[src/rtl/rsa_pkg.sv]
// Shared types and constants for the RSA exponentiation scheduler.
package rsa_pkg;

    localparam int unsigned RSA_WIDTH = 128;

    // Requester ids as reported on rsp_id.
    localparam logic REQ_ENC = 1'b0;
    localparam logic REQ_DEC = 1'b1;

    typedef enum logic [1:0] {
        StIdle  = 2'd0,
        StStart = 2'd1,
        StRun   = 2'd2,
        StDone  = 2'd3
    } rsa_state_e;

endpackage

[src/rtl/rsa_rr_arb2.sv]
// Two-requester round-robin arbiter. Grants only while enabled; on a tie the
// requester that was not granted last wins. last_q resets to 1 so bit 0 wins
// the first tie.
module rsa_rr_arb2 (
    input  logic       clk_i,
    input  logic       reset_i,
    input  logic       en_i,
    input  logic [1:0] req_i,
    input  logic       accept_i,
    output logic [1:0] gnt_o
);

    logic last_q;

    // Combinational one-hot grant.
    always_comb begin
        gnt_o = 2'b00;
        if (en_i) begin
            case (req_i)
                2'b01:   gnt_o = 2'b01;
                2'b10:   gnt_o = 2'b10;
                2'b11:   gnt_o = last_q ? 2'b01 : 2'b10;
                default: gnt_o = 2'b00;
            endcase
        end
    end

    // Remember the winner of each accepted transfer.
    always_ff @(posedge clk_i or posedge reset_i) begin
        if (reset_i) begin
            last_q <= 1'b1;
        end else if (accept_i) begin
            last_q <= gnt_o[1];
        end
    end

endmodule

[src/rtl/rsa_exp_scheduler.sv]
// Schedules encrypt/decrypt jobs onto one shared modular-exponentiation engine,
// with round-robin arbitration, a run timeout and a valid/ready response port.
module rsa_exp_scheduler
    import rsa_pkg::*;
#(
    parameter int unsigned WIDTH   = RSA_WIDTH,
    parameter int unsigned TIMEOUT = 65535
) (
    input  logic             clk,
    input  logic             reset,
    input  logic [1:0]       req_valid,
    output logic [1:0]       req_ready,
    input  logic [WIDTH-1:0] enc_m,
    input  logic [WIDTH-1:0] enc_exp,
    input  logic [WIDTH-1:0] dec_m,
    input  logic [WIDTH-1:0] dec_exp,
    input  logic [WIDTH-1:0] key_n,
    output logic             eng_reset,
    output logic [WIDTH-1:0] eng_m,
    output logic [WIDTH-1:0] eng_e,
    output logic [WIDTH-1:0] eng_n,
    input  logic [WIDTH-1:0] eng_c,
    input  logic             eng_ready,
    output logic             rsp_valid,
    input  logic             rsp_ready,
    output logic [WIDTH-1:0] rsp_data,
    output logic             rsp_id,
    output logic             rsp_timeout,
    output logic             busy
);

    localparam int unsigned CNT_W = $clog2(TIMEOUT + 1);
    localparam logic [CNT_W-1:0] CNT_LAST = CNT_W'(TIMEOUT - 1);

    rsa_state_e       state_q, state_d;
    logic [CNT_W-1:0] cnt_q, cnt_d;
    logic [WIDTH-1:0] eng_m_q, eng_m_d;
    logic [WIDTH-1:0] eng_e_q, eng_e_d;
    logic [WIDTH-1:0] eng_n_q, eng_n_d;
    logic [WIDTH-1:0] rsp_data_q, rsp_data_d;
    logic             rsp_id_q, rsp_id_d;
    logic             rsp_timeout_q, rsp_timeout_d;

    logic       idle;
    logic [1:0] gnt;
    logic       accept;

    assign idle   = (state_q == StIdle);
    assign accept = |(req_valid & gnt);

    rsa_rr_arb2 u_arb (
        .clk_i    (clk),
        .reset_i  (reset),
        .en_i     (idle),
        .req_i    (req_valid),
        .accept_i (accept),
        .gnt_o    (gnt)
    );

    // Next-state, operand capture, run counter and response capture.
    always_comb begin
        state_d       = state_q;
        cnt_d         = cnt_q;
        eng_m_d       = eng_m_q;
        eng_e_d       = eng_e_q;
        eng_n_d       = eng_n_q;
        rsp_data_d    = rsp_data_q;
        rsp_id_d      = rsp_id_q;
        rsp_timeout_d = rsp_timeout_q;
        case (state_q)
            StIdle: begin
                if (accept) begin
                    eng_m_d  = gnt[1] ? dec_m   : enc_m;
                    eng_e_d  = gnt[1] ? dec_exp : enc_exp;
                    eng_n_d  = key_n;
                    rsp_id_d = gnt[1] ? REQ_DEC : REQ_ENC;
                    state_d  = StStart;
                end
            end
            StStart: begin
                cnt_d   = '0;
                state_d = StRun;
            end
            StRun: begin
                cnt_d = cnt_q + CNT_W'(1);
                // eng_ready in the first RUN cycle may be stale from the last job.
                if ((cnt_q != '0) && eng_ready) begin
                    rsp_data_d    = eng_c;
                    rsp_timeout_d = 1'b0;
                    state_d       = StDone;
                end else if (cnt_q == CNT_LAST) begin
                    rsp_data_d    = '0;
                    rsp_timeout_d = 1'b1;
                    state_d       = StDone;
                end
            end
            StDone: begin
                if (rsp_ready) begin
                    state_d = StIdle;
                end
            end
            default: state_d = StIdle;
        endcase
    end

    // State registers; reset drops any in-flight job without a response.
    always_ff @(posedge clk or posedge reset) begin
        if (reset) begin
            state_q       <= StIdle;
            cnt_q         <= '0;
            eng_m_q       <= '0;
            eng_e_q       <= '0;
            eng_n_q       <= '0;
            rsp_data_q    <= '0;
            rsp_id_q      <= 1'b0;
            rsp_timeout_q <= 1'b0;
        end else begin
            state_q       <= state_d;
            cnt_q         <= cnt_d;
            eng_m_q       <= eng_m_d;
            eng_e_q       <= eng_e_d;
            eng_n_q       <= eng_n_d;
            rsp_data_q    <= rsp_data_d;
            rsp_id_q      <= rsp_id_d;
            rsp_timeout_q <= rsp_timeout_d;
        end
    end

    assign req_ready   = gnt;
    assign eng_reset   = (state_q == StIdle) || (state_q == StStart);
    assign eng_m       = eng_m_q;
    assign eng_e       = eng_e_q;
    assign eng_n       = eng_n_q;
    assign rsp_valid   = (state_q == StDone);
    assign rsp_data    = rsp_data_q;
    assign rsp_id      = rsp_id_q;
    assign rsp_timeout = rsp_timeout_q;
    assign busy        = !idle;

endmodule

[config.mk]
export PLATFORM = sky130hd
export DESIGN_NAME = rsa_exp_scheduler
export DESIGN_NICKNAME = d
export VERILOG_FILES = /design/src/rtl/rsa_pkg.sv /design/src/rtl/rsa_rr_arb2.sv /design/src/rtl/rsa_exp_scheduler.sv
export SDC_FILE = /design/constraint.sdc
export NUM_CORES = 1
export LEC_CHECK = 0
export BUFFER_PORTS_ARGS = -buffer_cell sky130_fd_sc_hd__buf_2
export CORE_AREA = 4 4 501 503
export DETAILED_ROUTE_END_ITERATION = 7
export DIE_AREA = 0 0 505 507
export GPL_TIMING_DRIVEN = 1
export PLACE_DENSITY = 0.3
export RECOVER_POWER = 50
export SLEW_MARGIN = 20
export SYNTH_ARGS = -nofsm -noshare
export SYNTH_HDL_FRONTEND = slang
export SYNTH_SLANG_ARGS = --single-unit
[constraint.sdc]
create_clock -name clk -period 20.7 [get_ports clk]
set_input_delay 1.035 -clock clk [delete_from_list [all_inputs] [get_ports clk]]
set_output_delay 1.035 -clock clk [all_outputs]
set_load 0.03 [all_outputs]
-- Word-level counts from Yosys, hierarchy flattened
Index checks and enable logic that the tools add are counted.
- flip-flop bits (word level): 533
- add/subtract/negate cells: 1
- equality and inequality tests: 10
- mux-type cells: 16
- bitwise logic cells: 1
- reduce and logical (&&, ||, !) cells: 11
- operators with widths (operator ; number):
    128-bit 2-to-1 mux ; 4
    16-bit one-hot mux with 2 select lines ; 1
    16-bit by 1-bit adder with 16-bit output, second input constant ; 1
    16-bit equality test, second input constant ; 1
    16-bit nonzero test ; 1
    2-bit 2-to-1 mux ; 6
    2-bit equality test, second input constant ; 4
    2-bit one-hot mux with 4 select lines ; 1
    2-bit one-hot mux with 3 select lines ; 1
    2-bit by 1-bit equality test with 1-bit output, second input constant ; 2
    2-bit by 1-bit != test with 1-bit output, second input constant ; 2
    2-bit AND reduction ; 2
    2-bit nonzero test ; 2
    1-bit 2-to-1 mux ; 3
    3-bit != test, second input constant ; 1
    3-bit AND reduction ; 1
    2-bit bitwise AND ; 1
    2-bit logical NOT ; 1
    2-bit OR reduction ; 1
    1-bit logical AND ; 1
    1-bit logical NOT ; 1
    1-bit logical OR ; 1

-- Longest topological paths before layout
Gate-level depths: netlist (run 1).
- word-level depth: 7
- depth in mapped cells: 9
- gate-level depth less buffers: 6

-- Modules after synthesis
From an unflattened synthesis (run 1), not the netlist that was laid out.
- cell total of the unflattened synthesis: 1797
- area, all modules: 22102.4 µm²
- modules (own cells, without submodules) (module ; times used ; cells an instance ; area each (µm²) ; sequential area each (µm²)):
    rsa_exp_scheduler ; 1 ; 1788 ; 22032.4 ; 13312.8
    rsa_rr_arb2 ; 1 ; 9 ; 70.1 ; 26.3

-- Worst setup path after synthesis (run 1)
OpenSTA, ideal clock, no wires.
- path type: input to output
- start: input port req_valid[1]
- end: output port req_ready[1]
- data arrival time: 1.764 ns
- slack: 17.901 ns
- cell stages on the path: 3
- cell sequence: nand2_1 -> a21oi_2 -> clkbuf_1
- word-level cells in the longest chain between the ends: 3
- elaborated cells between the ends (all ways): 5
- ends and longest elaborated chain (item ; RTL line ; RTL):
    from (decl) ; rsa_exp_scheduler.sv:11 ; input logic [1:0] req_valid,
    2-bit equality test or 2-bit by 1-bit equality test with 1-bit output (tied branches) ; rsa_rr_arb2.sv:19 ; case (req_i)
    2-bit one-hot mux with 3 select lines * ; rsa_rr_arb2.sv:19 ;
    2-bit 2-to-1 mux * ; rsa_rr_arb2.sv:18 ; if (en_i) begin
    to (decl) ; rsa_exp_scheduler.sv:12 ; output logic [1:0] req_ready,
Mark *: on every way between the ends. The rest lies on a longest branch, timed or not.

==> flow_summary.ini, run 1 <==
[layout]
finalInstanceArea_mm2 = 0.0339
areaGrowthSynthToFinish_pct = 54.5
drive_gt1_frac = 0.264
fin_nets = 4366

[clocking]
cts_tree = yes
clockBufferDepth = 3
cts_num_sinks = 533
root_buffer = clkbuf_16
hold_buffers = 0
cts_resized = 0
clock_latency_ns = 0.71
clkSlewWorstSetupHoldPaths_ns = 0.05
post_cts_buffers = 0
htreeDepth = 3
numCtsBuffers = 77

[hold_path]
worstHoldPathCells = 2
min_path_type = flop to flop
min-delay-start = eng_n[67]$_DFFE_PP0P_
hold-path-endpoint = eng_n[67]$_DFFE_PP0P_

[logic_synthesis]
synth-seq-cells = 533
synthAdderAreaFrac = 0.00399
syn-num-nets = 3135
synth-edff-count = 0
syn_area_mm2 = 0.0219
synth.most_common_cell = nand2_1
postSynthAreaPerCell_um2 = 9.31
synth_top_area_share = 0.607
synth_commonest_cells = nand2_1 (646), dfrtp_1 (532), nor2_1 (267)
yosys.area.top_type = dfrtp_1
synth_xor_area_frac = 0.00200
synth_compound_area_frac = 0.177
synthDistinctLibCells = 39
synth_top_family_by_area = compound AO/OA/AOI/OAI gates
synthMuxAreaShare = 0.00137
synthArstFlopShare = 1.00
synth_area_leaders = dfrtp_1 (61%), nand2_1 (11%), a21oi_1 (6.0%)
ys.flop_type = dfrtp_1
syn-instance-count = 2354
synth-simple-area-share = 0.168
yosys_warnings = 0
yosysSeqAreaShare = 0.608

[outcome]
violations = capacitance limit, slew limit
status = finished with violations

[pwr]
power_mw = 6.24
pwr-share-seq = 0.298
power.internal_mw = 2.96
combPwrFrac = 0.479
switchingPower_mw = 3.29
powerDensity_mw_per_mm2 = 184
p_sw_frac = 0.527
ir_drop_mv = 0.0744
power.leakage_nw = 15.4
pwr-share-clk = 0.223

[setup_path]
worst_setup_path_end_kind = asynchronous set/reset pin
timing.rr.start = state_q[0]$_DFFE_PP0P_
regToRegEndpoint = eng_n[49]$_DFFE_PP0P_
start_kind = primary input
path_class = primary input to asynchronous set/reset pin
worstPathMaxFanout = 82
rr_worst_depth = 10
reg2reg_slack_ns = 14.72
cp.required_ns = 21.45
critPathArrivalTime_ns = 8.50

[sta]
finalWorstPathRequiredPeriod_ns = 7.75
setup_viol = 0
slew_violations = 350
hold_viol = 0
setup_tns_ns = 0
fin_crit_sh = 0.374
worstMarginPinSlew_ns = 4.13
grt_setup_unrepaired = no
fmax_ghz = 0.129
finClkSkew_ns = 0.0287
relSlewSlack = -1.75

[global_routing]
grt_pass1_wl_um = 218000
gr-usage-met1 = 0.146
gr-usage-met3 = 0.0733
grt_pass1_vias = 23800
antenna_found_initial = 52
grtUsageMet2 = 0.189
overflow = 0
grt_max_degree = 115
grtUsageTotal = 0.122
grt.busiest_layer = met2

[floorplanning]
chipHeight_um = 507
dieArea_mm2 = 0.256
io_pins = 1293
die_w_um = 505
rows = 182
start_util = 0.0892
core-area_mm2 = 0.246

[drt]
antenna_left = 0
drt-initial-drc-count = 1561
wl_per_cell_um = 24.0
vias_per_cell = 3.32
routed_wl_um = 165000
drc = 0
num_vias = 22800
first_pass_iters = 5

[placed_design]
hpwl_um = 133000
place_area_mm2 = 0.0319
finalWeightedCongestion = 0.877
port_buffers = 1292

[flow_run]
drv_cap = 7
[final cells by class]
cell class	instances	area [µm²]
diodes	17	42.5
clock buffers	110	2190
multi-input cells	1635	7730
inverters	12	46.3
repair buffers	1326	6120
well taps	3220	4030
clock inverters	26	383
fillers	28600	212000
flip-flops and latches	533	13300
[critical path, stage by stage]
cell	delay, ns
buf_2	0.10
clkinvlp_2	2.19
clkbuf_1	2.10
clkbuf_1	2.08
buf_4	0.78
[through the flow]
step           setup slack, ns  hold WS, ns  cells   util
2_1_floorplan             4.77        0.508   2354      -
3_3_place_gp             15.55        0.452   6726  0.130
3_5_place_dp             15.58        0.457   6726  0.130
4_1_cts                  15.76        0.340   6862  0.140
5_1_grt                  11.31        0.457   6866  0.138
6_report                 12.95        0.468   6879  0.138
[logic make-up after synthesis]
kind of cell,after synthesis
DFF,533
AOI/OAI and AO/OA,669
adders and majority gates,7
buffers and inverters,186
muxes,3
and+or+nand+nor,951
xor gates and xnor gates,5
[worst max-delay path by stage]
stage               depth (start not counted)                    end  slack [ns]                    from
global route                                5  eng_m[34]$_DFFE_PP0P_       11.31                   reset
CTS                                        10  eng_n[42]$_DFFE_PP0P_       15.76  state_q[0]$_DFFE_PP0P_
floorplan                                   1   cnt_q[0]$_DFFE_PP0P_        4.77                   reset
global placement                            9  eng_n[29]$_DFFE_PP0P_       15.55            req_valid[1]
detailed placement                          9  eng_n[42]$_DFFE_PP0P_       15.58            req_valid[1]
finish                                      5  eng_m[34]$_DFFE_PP0P_       12.95                   reset
[flip-flops by register name (all words and copies together), names as in the netlist]
signal        count
rsp_id            1
u_arb.last_q      1
eng_e           128
cnt_q            16
rsp_timeout       1
rsp_data        128
eng_n           128
eng_m           128
state_q           2
[layout by cell type (no fill, tap or decap), types with 3 or more instances in the layout]
cell type | synthesis | layout
buf_2 | 56 | 806
nand2_1 | 646 | 646
dfrtp_1 | 532 | 532
clkbuf_1 | 85 | 510
nor2_1 | 267 | 267
a21oi_1 | 264 | 265
o21ai_0 | 263 | 263
a22o_1 | 130 | 130
clkbuf_16 | 0 | 77
buf_4 | 4 | 27
diode_2 | 0 | 17
clkbuf_8 | 0 | 14
inv_1 | 12 | 11
clkinv_2 | 0 | 9
nand3_1 | 8 | 8
nand4_1 | 7 | 7
ha_1 | 7 | 7
or3_1 | 5 | 5
nor4_1 | 5 | 5
xnor2_1 | 5 | 5
bufinv_16 | 0 | 5
mux2i_1 | 3 | 3
inv_16 | 0 | 3
inv_6 | 0 | 3
[power groups by stage]
stage | registers, mW | clock network (mW) | logic, mW
6_report | 1.86 | 1.39 | 2.99
5_1_grt | 1.92 | 1.49 | 3.29
4_1_cts | 1.86 | 1.47 | 3.24
3_5_place_dp | 1.86 | 0 | 3.24
3_3_place_gp | 1.86 | 0 | 3.24
2_1_floorplan | 2.71 | 0 | 0.866
[layer usage]
metal	up-vias	wire length, µm	share of wire
li1	10400	-	-
met3	189	22800	0.14
met1	11200	66600	0.40
met5	-	253	0.0015
met2	1066	72000	0.44
met4	40	3340	0.020
Power figures use the tool's default switching activity.
==> run 2, diff against run 1 <==
--- a/config.mk
+++ b/config.mk
@@ -5,10 +5,11 @@
 export SDC_FILE = /design/constraint.sdc
 export NUM_CORES = 1
 export LEC_CHECK = 0
+export ABC_AREA = 1
 export BUFFER_PORTS_ARGS = -buffer_cell sky130_fd_sc_hd__buf_2
-export CORE_AREA = 4 4 501 503
+export CORE_AREA = 4 4 494 496
 export DETAILED_ROUTE_END_ITERATION = 7
-export DIE_AREA = 0 0 505 507
+export DIE_AREA = 0 0 498 500
 export GPL_TIMING_DRIVEN = 1
 export PLACE_DENSITY = 0.3
 export RECOVER_POWER = 50
==> constraint.sdc (replaced) <==
create_clock -name clk -period 7.57 [get_ports clk]
set_input_delay 0.3785 -clock clk [delete_from_list [all_inputs] [get_ports clk]]
set_output_delay 0.3785 -clock clk [all_outputs]
set_load 0.03 [all_outputs]
==> flow_summary.ini, run 2 <==
[floorplanning]
start_util = 0.0943
chipHeight_um = 500
io_pins = 1293
core-area_mm2 = 0.240
dieArea_mm2 = 0.249
die_w_um = 498
rows = 180

[clocking]
numCtsBuffers = 78
hold_buffers = 754
post_cts_buffers = 0
cts_tree = yes
root_buffer = clkbuf_16
clock_latency_ns = 0.70
htreeDepth = 3
clkSlewWorstSetupHoldPaths_ns = 0.06
cts_resized = 0
clockBufferDepth = 3
cts_num_sinks = 533

[outcome]
status = finished with violations
violations = capacitance limit, slew limit

[sta]
setup_viol = 0
slew_violations = 244
grt_setup_unrepaired = no
hold_viol = 0
fin_crit_sh = 0.638
setup_tns_ns = 0
relSlewSlack = -1.95
worstMarginPinSlew_ns = 4.42
fmax_ghz = 0.207
finalWorstPathRequiredPeriod_ns = 4.83
finClkSkew_ns = 0.0563

[setup_path]
crit_buf_inv = 6
path_cells = dlygate4sd3_1 > clkbuf_1 > clkinvlp_2 > clkbuf_1 > buf_12 > buf_4
worst_setup_path_end_kind = asynchronous set/reset pin
reg2reg_slack_ns = 3.30
cp.required_ns = 8.34
crit_family = buffers and inverters
rr_worst_depth = 8
crit_top_cell = clkbuf_1
start_kind = primary input
worstPathMaxFanout = 100
critical-path-slowest-cell = clkbuf_1
path_class = primary input to asynchronous set/reset pin
critPathArrivalTime_ns = 5.60
slowest_delay_ns = 3.08
timing.rr.start = state_q[0]$_DFFE_PP0P_
regToRegEndpoint = eng_m[18]$_DFFE_PP0P_

[global_routing]
grtUsageTotal = 0.120
grt_pass1_vias = 27600
overflow = 0
grt_max_degree = 134
grt_pass1_wl_um = 216000
antenna_found_initial = 48

[logic_synthesis]
yosys.area.top_type = dfrtp_1
postSynthAreaPerCell_um2 = 9.43
ys.flop_type = dfrtp_1
synthArstFlopShare = 1.00
syn_area_mm2 = 0.0226
synth_area_leaders = dfrtp_1 (59%), o21ai_0 (12%), nand2_1 (7.0%)
yosysSeqAreaShare = 0.590
synth_commonest_cells = dfrtp_1 (532), o21ai_0 (523), nand2_1 (420)
synthDistinctLibCells = 30
yosys_warnings = 0
syn-instance-count = 2396
synth-seq-cells = 533
synth-edff-count = 0
synth_top_area_share = 0.589
syn-num-nets = 3177
synth.most_common_cell = dfrtp_1

[drt]
vias_per_cell = 3.41
wl_per_cell_um = 20.5
drc = 0
drt-initial-drc-count = 1566
num_vias = 26000
antenna_left = 0
first_pass_iters = 6
routed_wl_um = 156000

[pwr]
power.internal_mw = 9.51
power.leakage_nw = 18.5
pwr-share-clk = 0.204
ir_drop_mv = 0.248
p_sw_frac = 0.484
combPwrFrac = 0.522
pwr-share-seq = 0.275
switchingPower_mw = 8.92
powerDensity_mw_per_mm2 = 437

[flow_run]
drv_cap = 3

[hold_path]
min_path_type = primary input to flop
hold-path-endpoint = eng_m[50]$_DFFE_PP0P_
worstHoldPathCells = 3
min-delay-start = dec_m[50]

[layout]
areaGrowthSynthToFinish_pct = 86.4
multi_input_area_mm2 = 0.00832
final_common_cell = buf_2
final_cell_mix = buf_2 (868), dlygate4sd3_1 (754), dfrtp_1 (532)
drive_gt1_frac = 0.260
finalInstanceArea_mm2 = 0.0421
fill_cells = 27300
regArea_mm2 = 0.0133
fin_nets = 5148
final_util = 0.176

[placed_design]
hpwl_um = 118000
place_area_mm2 = 0.0325
finalWeightedCongestion = 0.819
port_buffers = 1292
[run 2: cell type report]
type	instances	area share
timing repair buffer	2074	0.327
sequential	533	0.317
multi-input combinational	1658	0.198
tap	3185	0.0946
clock buffer	115	0.0534
clock inverter	24	0.00757
inverter	22	0.00235
antenna	21	0.00125
[run 2: worst max-delay path by stage]
stage,startpoint,to,cells past startpoint
after global placement,state_q[0]$_DFFE_PP0P_,req_ready[1],6
after detailed placement,state_q[0]$_DFFE_PP0P_,req_ready[1],6
final,reset,eng_m[11]$_DFFE_PP0P_,6
after CTS,state_q[0]$_DFFE_PP0P_,req_ready[1],6
after global routing,reset,eng_n[13]$_DFFE_PP0P_,6
after floorplan,reset,cnt_q[0]$_DFFE_PP0P_,1
[run 2: worst reg2reg max path: cells and delay by family, from the launching register on]
kind / cells / cell delay, ns
DFF: 1 / 0.42
adders and majority gates: 1 / 0.40
AOI/OAI and AO/OA: 2 / 0.53
buffers and inverters: 4 / 2.07
and+or+nand+nor: 1 / 0.76
[run 2: per-stage QoR]
step	worst slack (ns)	hold WS [ns]	instances	power, mW
5_1_grt	1.83	0.00999	7621	19.7
4_1_cts	2.75	0.0000979	7610	19.1
3_3_place_gp	3.58	0.448	6717	13.7
3_5_place_dp	3.58	0.454	6717	13.7
6_report	2.74	0.0892	7632	18.4
2_1_floorplan	-0.0537	0.476	2396	10.0
[run 2: routing by layer]
metal / share of wire / track usage / up-vias
li1: - / - / 12100
met1: 0.39 / 0.135 / 12700
met2: 0.48 / 0.204 / 1105
met3: 0.11 / 0.0561 / 179
met4: 0.024 / 0.0300 / 8
met5: 0.00032 / 0 / -
[run 2: kinds of logic after synthesis]
logic type / Yosys count / share of synthesized area
AND/OR/NAND/NOR: 728 / 0.123
adder cells (fa/ha/maj): 7 / 0.00387
buffers and inverters: 205 / 0.0428
flip-flops: 533 / 0.590
multiplexers: 128 / 0.0638
AO/OA/AOI/OAI: 795 / 0.177
[run 2: power by group through the flow]
| stage | Clock, mW | Combinational [mW] | Sequential (mW) |
|---|---|---|---|
| after global routing | 4.06 | 10.4 | 5.23 |
| after CTS | 3.97 | 10.1 | 5.04 |
| after global placement | 0 | 8.66 | 5.04 |
| final | 3.75 | 9.62 | 5.06 |
| after detailed placement | 0 | 8.66 | 5.06 |
| after floorplan | 0 | 2.47 | 7.54 |
==> run 3, diff against run 2 <==
==> constraint.sdc (replaced) <==
create_clock -name clk -period 4.85 [get_ports clk]
set_input_delay 0.2425 -clock clk [delete_from_list [all_inputs] [get_ports clk]]
set_output_delay 0.2425 -clock clk [all_outputs]
set_load 0.03 [all_outputs]
==> flow_summary.ini, run 3 (synthesis results as in run 2) <==
[sta]
grt_setup_unrepaired = no
fin_crit_sh = 0.715
finClkSkew_ns = 0.0428
worstMarginPinSlew_ns = 2.00
setup_ws_ns = 1.38
relSlewSlack = -0.335
hold_viol = 0
slew_violations = 153
setup_viol = 0
fmax_ghz = 0.289
finalWorstPathRequiredPeriod_ns = 3.47

[clocking]
hold_buffers = 774
clkSlewWorstSetupHoldPaths_ns = 0.06
root_buffer = clkbuf_16
cts_num_sinks = 533
cts_tree = yes
numCtsBuffers = 76
clock_latency_ns = 0.70
post_cts_buffers = 0
htreeDepth = 3
cts_resized = 0
clockBufferDepth = 3

[pwr]
powerDensity_mw_per_mm2 = 679
power.leakage_nw = 18.9
ir_drop_mv = 0.334

[layout]
multi_input_area_mm2 = 0.00832
final_cell_mix = buf_2 (952), dlygate4sd3_1 (774), dfrtp_1 (532)
areaGrowthSynthToFinish_pct = 88.4
fin_nets = 5181
regArea_mm2 = 0.0133
drive_gt1_frac = 0.279
final_util = 0.178
fill_cells = 27400
final_common_cell = buf_2

[drt]
first_pass_iters = 5
vias_per_cell = 3.41
routed_wl_um = 157000
num_vias = 26200
antenna_left = 0
drt-initial-drc-count = 1451
wl_met3_um = 19400
wl_per_cell_um = 20.5
drc = 0
topRoutingLayerUsed = met5
met1Wirelength_um = 58600
dr_wl_met2_um = 72000

[global_routing]
overflow = 0
antenna_found_initial = 61
grt_pass1_vias = 28100
grtUsageTotal = 0.121
grt_pass1_wl_um = 218000
grt_max_degree = 160

[placed_design]
pre_cts_slack_ns = 1.87
hpwl_um = 121000
finalWeightedCongestion = 0.818
port_buffers = 1292

[setup_path]
path_cells = inv_1 > ha_1 > nand3_4 > inv_8 > buf_12 > o21ai_0 > o21ai_1 > dlygate4sd3_1
cp.required_ns = 5.46
crit_start = state_q[0]$_DFFE_PP0P_
worstPathMaxFanout = 85
path_class = flop to flop
slowest_delay_ns = 0.56
start_kind = flop
worst_setup_path_end_kind = flop
critPathArrivalTime_ns = 4.08
critical-path-slowest-cell = dlygate4sd3_1
crit_buf_inv = 4
timing.rr.start = state_q[0]$_DFFE_PP0P_
crit_family = buffers and inverters

[hold_path]
min-delay-start = enc_m[121]
min_path_type = primary input to flop

[outcome]
violations = capacitance limit, slew limit
status = finished with violations

[floorplanning]
rows = 180
start_util = 0.0943
die_w_um = 498
io_pins = 1293
dieArea_mm2 = 0.249
core-area_mm2 = 0.240
chipHeight_um = 500

[flow_run]
drv_cap = 3
-- run 3: path summary, 6_finish.rpt --
check	slack (ns)	cells after the start	to
setup / recovery	1.38	8	eng_e[114]$_DFFE_PP0P_
hold / removal	0.18	3	eng_m[121]$_DFFE_PP0P_
setup reg to reg	1.38	8	eng_e[114]$_DFFE_PP0P_
hold reg to reg	0.47	2	rsp_data[0]$_DFFE_PP0P_
max in group asynchronous	1.56	4	eng_e[1]$_DFFE_PP0P_
min in group asynchronous	0.58	3	rsp_data[35]$_DFFE_PP0P_
-- run 3: area by class of cell --
class / instances / area share
sequential: 533 / 0.313
clock buffer: 107 / 0.0511
tap: 3185 / 0.0936
inverter: 22 / 0.00232
clock inverter: 24 / 0.00775
antenna: 40 / 0.00235
multi-input combinational: 1658 / 0.195
timing repair buffer: 2109 / 0.334
-- run 3: metrics by stage --
step	hold WS, ns	cell area [µm²]	instances	setup TNS [ns]	total power [mW]
final	0.179	42600	7678	0	28.9
after global routing	0.146	42600	7670	0	31.0
after CTS	0.0642	43000	7638	0	29.9
after detailed placement	0.448	32700	6733	0	21.5
after global placement	0.447	32700	6733	0	21.4
after floorplan	0.359	22600	2396	-1403.89	15.6
-- run 3: metal layers --
layer | GRT usage | vias up
met1 | 0.131 | 12600
met4 | 0.0517 | 24
met3 | 0.0666 | 229
li1 | - | 12100
met5 | 0 | -
met2 | 0.195 | 1167
-- run 3: tightest hold or removal path: stages --
cell and delay (ns):
buf_2 0.17, o21ai_0 0.23, o21ai_1 0.18
-- run 3: power by group --
part           switching, mW  total [mW]  leakage [nW]  internal, mW
sequential              1.28        7.87          6.53          6.59
combinational           10.1        15.3          11.1          5.13
clock                   2.46        5.78          1.22          3.32
